File: src/rtl/mips_main_ctrl_fsm.sv
// Multicycle MIPS main control FSM with Moore-decoded datapath controls.
// Optional MEM_WAIT_EN: FETCH/MEMRD/MEMWR stall until mem_ready.
module mips_main_ctrl_fsm (
    input  logic       clk,
    input  logic       reset,
    input  logic [5:0] op,
    input  logic       mem_ready,
    output logic       pcwrite,
    output logic       branch,
    output logic       iord,
    output logic       memwrite,
    output logic       irwrite,
    output logic       regdst,
    output logic       memtoreg,
    output logic       regwrite,
    output logic       alusrca,
    output logic [1:0] alusrcb,
    output logic [1:0] pcsrc,
    output logic [1:0] aluop,
    output logic [3:0] state,
    output logic       illegal_op
);

    localparam logic [5:0] OP_RTYPE = 6'b000000;
    localparam logic [5:0] OP_LW    = 6'b100011;
    localparam logic [5:0] OP_SW    = 6'b101011;
    localparam logic [5:0] OP_BEQ   = 6'b000100;
    localparam logic [5:0] OP_ADDI  = 6'b001000;
    localparam logic [5:0] OP_J     = 6'b000010;

    typedef enum logic [3:0] {
        S_FETCH  = 4'd0,
        S_DECODE = 4'd1,
        S_MEMADR = 4'd2,
        S_MEMRD  = 4'd3,
        S_MEMWB  = 4'd4,
        S_MEMWR  = 4'd5,
        S_EXEC   = 4'd6,
        S_ALUWB  = 4'd7,
        S_BEQ    = 4'd8,
        S_ADDIEX = 4'd9,
        S_ADDIWB = 4'd10,
        S_JUMP   = 4'd11
    } state_t;

    state_t cur, nxt;
    logic   mem_ok;

`ifdef MEM_WAIT_EN
    assign mem_ok = mem_ready;
`else
    logic mem_ready_unused;
    assign mem_ready_unused = mem_ready;
    assign mem_ok = 1'b1;
`endif

    always_ff @(posedge clk or negedge reset) begin
        if (!reset) cur <= S_FETCH;
        else        cur <= nxt;
    end

    assign state = cur;

    always_comb begin
        nxt        = cur;
        pcwrite    = 1'b0;
        branch     = 1'b0;
        iord       = 1'b0;
        memwrite   = 1'b0;
        irwrite    = 1'b0;
        regdst     = 1'b0;
        memtoreg   = 1'b0;
        regwrite   = 1'b0;
        alusrca    = 1'b0;
        alusrcb    = 2'b00;
        pcsrc      = 2'b00;
        aluop      = 2'b00;
        illegal_op = 1'b0;
        case (cur)
            S_FETCH: begin
                alusrcb = 2'b01;
                irwrite = mem_ok;
                pcwrite = mem_ok;
                if (mem_ok) nxt = S_DECODE;
            end
            S_DECODE: begin
                alusrcb = 2'b11;
                case (op)
                    OP_LW, OP_SW: nxt = S_MEMADR;
                    OP_RTYPE:     nxt = S_EXEC;
                    OP_BEQ:       nxt = S_BEQ;
                    OP_ADDI:      nxt = S_ADDIEX;
                    OP_J:         nxt = S_JUMP;
                    default: begin
                        nxt        = S_FETCH;
                        illegal_op = 1'b1;
                    end
                endcase
            end
            S_MEMADR: begin
                alusrca = 1'b1;
                alusrcb = 2'b10;
                // IR is stable, so the opcode can be re-examined here
                if (op == OP_LW)      nxt = S_MEMRD;
                else if (op == OP_SW) nxt = S_MEMWR;
                else                  nxt = S_FETCH;
            end
            S_MEMRD: begin
                iord = 1'b1;
                if (mem_ok) nxt = S_MEMWB;
            end
            S_MEMWB: begin
                memtoreg = 1'b1;
                regwrite = 1'b1;
                nxt      = S_FETCH;
            end
            S_MEMWR: begin
                iord     = 1'b1;
                memwrite = mem_ok;
                if (mem_ok) nxt = S_FETCH;
            end
            S_EXEC: begin
                alusrca = 1'b1;
                aluop   = 2'b10;
                nxt     = S_ALUWB;
            end
            S_ALUWB: begin
                regdst   = 1'b1;
                regwrite = 1'b1;
                nxt      = S_FETCH;
            end
            S_BEQ: begin
                alusrca = 1'b1;
                aluop   = 2'b01;
                pcsrc   = 2'b01;
                branch  = 1'b1;
                nxt     = S_FETCH;
            end
            S_ADDIEX: begin
                alusrca = 1'b1;
                alusrcb = 2'b10;
                nxt     = S_ADDIWB;
            end
            S_ADDIWB: begin
                regwrite = 1'b1;
                nxt      = S_FETCH;
            end
            S_JUMP: begin
                pcsrc   = 2'b10;
                pcwrite = 1'b1;
                nxt     = S_FETCH;
            end
            default: nxt = S_FETCH;
        endcase
        // Controls are forced quiet while reset is held
        if (!reset) begin
            pcwrite    = 1'b0;
            branch     = 1'b0;
            iord       = 1'b0;
            memwrite   = 1'b0;
            irwrite    = 1'b0;
            regdst     = 1'b0;
            memtoreg   = 1'b0;
            regwrite   = 1'b0;
            alusrca    = 1'b0;
            alusrcb    = 2'b00;
            pcsrc      = 2'b00;
            aluop      = 2'b00;
            illegal_op = 1'b0;
        end
    end

endmodule

File: config.mk
export PLATFORM = sky130hd
export DESIGN_NAME = mips_main_ctrl_fsm
export DESIGN_NICKNAME = d
export VERILOG_FILES = /design/src/rtl/mips_main_ctrl_fsm.sv
export SDC_FILE = /design/constraint.sdc
export NUM_CORES = 1
export LEC_CHECK = 0
export ABC_AREA = 0
export BUFFER_PORTS_ARGS = -buffer_cell sky130_fd_sc_hd__buf_2
export CORE_MARGIN = 2
export CORE_UTILIZATION = 35
export DETAILED_ROUTE_END_ITERATION = 7
export PLACE_DENSITY_LB_ADDON = 0.25
export SLEW_MARGIN = 20
export SYNTH_ARGS = -nofsm -noshare
export SYNTH_HDL_FRONTEND = slang
export SYNTH_SLANG_ARGS = --single-unit
export TNS_END_PERCENT = 100
File: constraint.sdc
create_clock -name clk -period 3.09 [get_ports clk]
set_clock_uncertainty 0.05 [all_clocks]
set_input_delay 0.4635 -clock clk [delete_from_list [all_inputs] [get_ports clk]]
set_output_delay 0.4635 -clock clk [all_outputs]
set_load 0.005 [all_outputs]
==> results_dict.tcl <==
set metrics [dict create \
    grt_pass1_vias 448 \
    routedWlPerCell_um 11.2 \
    period_minus_slack_ps 2390 \
    final_layout_size_suffix_gt1_frac 0.394 \
    hold_removal_path_class "in -> async" \
    synthDominantCellAreaShare 0.205 \
    cell_leakage_power_nw 0.293 \
    timing.final.setup_violations 0 \
    drt_first_iter_violations 14 \
    area_growth_pct 30.8 \
    critical_path_class "reg -> out" \
    swShare 0.431 \
    die_h_um 41.3 \
    summed_negative_setup_slack_over_all_endpoints_ps 0 \
    cts_buffers 3 \
    cts_buffer_depth 2 \
    crit_family "simple AND/OR/NAND/NOR gates" \
    final.period_utilization 0.774 \
    postSynthRegisterBits 4 \
    vias 569 \
    timing.critical_path.from_type "flip-flop" \
    netlist_area_um2 488 \
    num_antenna_cells 0 \
    largest_net_degree_at_the_start_of_global_routing 16 \
    io_pins 29 \
    status "completed" \
    aggregate_global_route_resource_usage 0.166 \
    synth.most_common_cell "sky130_fd_sc_hd__nor2_1" \
    final_nets 105 \
    ys.flop_type "sky130_fd_sc_hd__dfrtp_1" \
    clock_power_share 0.205 \
    yosys_warnings 0 \
    totalWireLength_um 1220 \
    initial_core_util 0.375 \
    cellPowerDensity_mw_per_mm2 478 \
    crit_fanout 15 \
    sequentialPowerShare 0.330 \
    hpwlAfterDp_um 905 \
    power_switching_mw 0.131 \
    max_cap_viol_count 0 \
    dr.pass1.iters 4 \
    comb_power_share 0.466 \
    worst_path_max_delay_cell "sky130_fd_sc_hd__dfrtp_1" \
    antenna_found_initial 0 \
    final_antenna_net_count 0 \
    insertion_delay_ps 230 \
    worst_reg_to_reg_cells 4 \
    synthTopCellsByCount "11 x sky130_fd_sc_hd__nor2_1, 7 x sky130_fd_sc_hd__nand2_1, 6 x sky130_fd_sc_hd__a21oi_1, 4 x sky130_fd_sc_hd__dfrtp_1, 4 x sky130_fd_sc_hd__nor3_1" \
    fmaxAchievable_ghz 0.418 \
    clk_root_buffer_cell "sky130_fd_sc_hd__clkbuf_4" \
    post_synth_main_area_contributors "sky130_fd_sc_hd__dfrtp_1 21%, sky130_fd_sc_hd__nor2_1 8.5%, sky130_fd_sc_hd__a21oi_1 6.2%, sky130_fd_sc_hd__nand2_1 5.4%, sky130_fd_sc_hd__nor3_1 4.1%" \
    hold_violation_total_from_the_final_report 0 \
    end_kind "output port" \
    detailed_route_vias_per_instance 5.22 \
    maxSlewViolCount 0 \
    placeable_core_region_mm2 0.00130 \
    cts.sinks 4 \
    standard_cell_rows 13 \
    post_cts_buffers 0 \
    whs_ps 23.5 \
    synthDistinctLibCells 31 \
    stdcell_count 109 \
    crit_path_cell_trace "nand2b_1 -> or3_4 -> inv_2 -> nand2_1 -> nor4b_2 -> buf_2" \
    largest_reg_flops 4 \
    cts_hold_repair.buffers 0 \
    dpl.cell_count 106 \
    grt-ovfl-total 0 \
    design.die.area_mm2 0.00171 \
    netlist.top_cell.by_area "sky130_fd_sc_hd__dfrtp_1" \
    max-slew-margin-rel 0.698 \
    worstPathArrival_ps 1880 \
    endpoint_required_time_on_the_critical_path_ps 2580 \
    final_routed_drc_violation_total 0 \
    cts_max_level 1 \
    internal_power_mw 0.174 \
    synthesis.instances 69 \
    worst_path_largest_cell_delay_ps 530 \
    timing.critical_path.depth 6 \
    cts.reportedPaths.clkPinSlew_ps 40 \
    grt_setup_unrepaired "no" \
    synthesis.area_per_instance_um2 7.07 \
    grt_first_pass_wirelength_um 1880 \
    number_of_input_and_output_port_buffers_inserted 27 \
    cts_tree "yes" \
    place.gp.congestion 0.778 \
    max_slew.worst_pin.slew_ps 454 \
    worstPathBufferInverterCount 2 \
    mappedNetlistNets 78 \
    post_cts_resize_count 0 \
    ys_async_sr_fraction 1.00 \
    chipWidth_um 41.3 \
    peakVddDrop_v 0.000178 \
    number_of_synthesized_flops_with_an_enable_pin 0 \
    synth.yosys.seq_area_share 0.205 \
]
[per-layer routing]
metal  up-vias  GRT usage  wire [um]
met5         -          0          0
met4         0     0.0726          0
met3         0     0.0160         82
met2        21      0.254        557
met1       246      0.235        582
li1        302          -          -
[worst register-to-register path, cell delays in order (launching register included)]
cell,delay (ps)
sky130_fd_sc_hd__dfrtp_1,610
sky130_fd_sc_hd__nand2b_1,340
sky130_fd_sc_hd__o311ai_0,200
sky130_fd_sc_hd__nand2_1,110
sky130_fd_sc_hd__a21oi_1,70
[stage by stage]
stage / util / cell area [um^2] / setup WS, ps / power [mW]
floorplan: - / 488 / 1280 / 0.190
global placement: 0.473 / 616 / 915 / 0.243
detailed placement: 0.473 / 616 / 930 / 0.244
CTS: 0.490 / 638 / 681 / 0.309
global route: 0.490 / 638 / 570 / 0.335
finish: 0.490 / 638 / 697 / 0.305
[path summary, 6_finish.rpt]
check	start	end	slack [ps]
max	state[2]	illegal_op	700
min	reset	state[3]	20
max reg2reg	state[2]	state[1]	1590
min reg2reg	state[3]	state[2]	580
max in group asynchronous	reset	state[0]	2790
min in group clk	op[5]	state[0]	540
[power by group through the flow]
stage | registers [mW] | clock network (mW) | logic, mW
3_5_place_dp | 0.101 | 0 | 0.142
3_3_place_gp | 0.101 | 0 | 0.142
6_report | 0.101 | 0.0626 | 0.142
4_1_cts | 0.101 | 0.0648 | 0.144
5_1_grt | 0.107 | 0.0677 | 0.161
2_1_floorplan | 0.0762 | 0 | 0.114
[layout by cell type (no fill, tap or decap), drive strengths merged]
| cell | count |
|---|---|
| dfrtp | 4 |
| a21oi | 6 |
| o31ai | 1 |
| nor3 | 5 |
| buf | 27 |
| clkbuf | 3 |
| and2 | 1 |
| nand2 | 7 |
| o22ai | 2 |
| nor4b | 1 |
| nor2b | 2 |
| o211ai | 1 |
| nand2b | 3 |
| xnor2 | 1 |
| nand4b | 1 |
| nor3b | 1 |
| o311ai | 1 |
| nor4 | 1 |
| nor2 | 11 |
| xor2 | 1 |
| or3 | 1 |
| a211oi | 2 |
| inv | 3 |
| o21a | 1 |
| nand3 | 3 |
| a2111oi | 1 |
| o22a | 1 |
| o21ai | 2 |
[cell families after synthesis]
| logic type | after synthesis | share of synthesized area |
|---|---|---|
| AND/OR/NAND/NOR | 37 | 0.431 |
| AO/OA/AOI/OAI | 18 | 0.251 |
| buffers and inverters | 8 | 0.0769 |
| flip-flops | 4 | 0.205 |
| XOR/XNOR | 2 | 0.0359 |
[final cells by class]
cell class / count / area (um^2)
Clock buffer: 3 / 22.5
Fill cell: 140 / 663
Timing Repair Buffer: 27 / 135
Tap cell: 15 / 18.8
Multi-Input combinational cell: 57 / 350
Sequential cell: 4 / 100
Inverter: 3 / 11.3
Power figures use the tool's default switching activity.
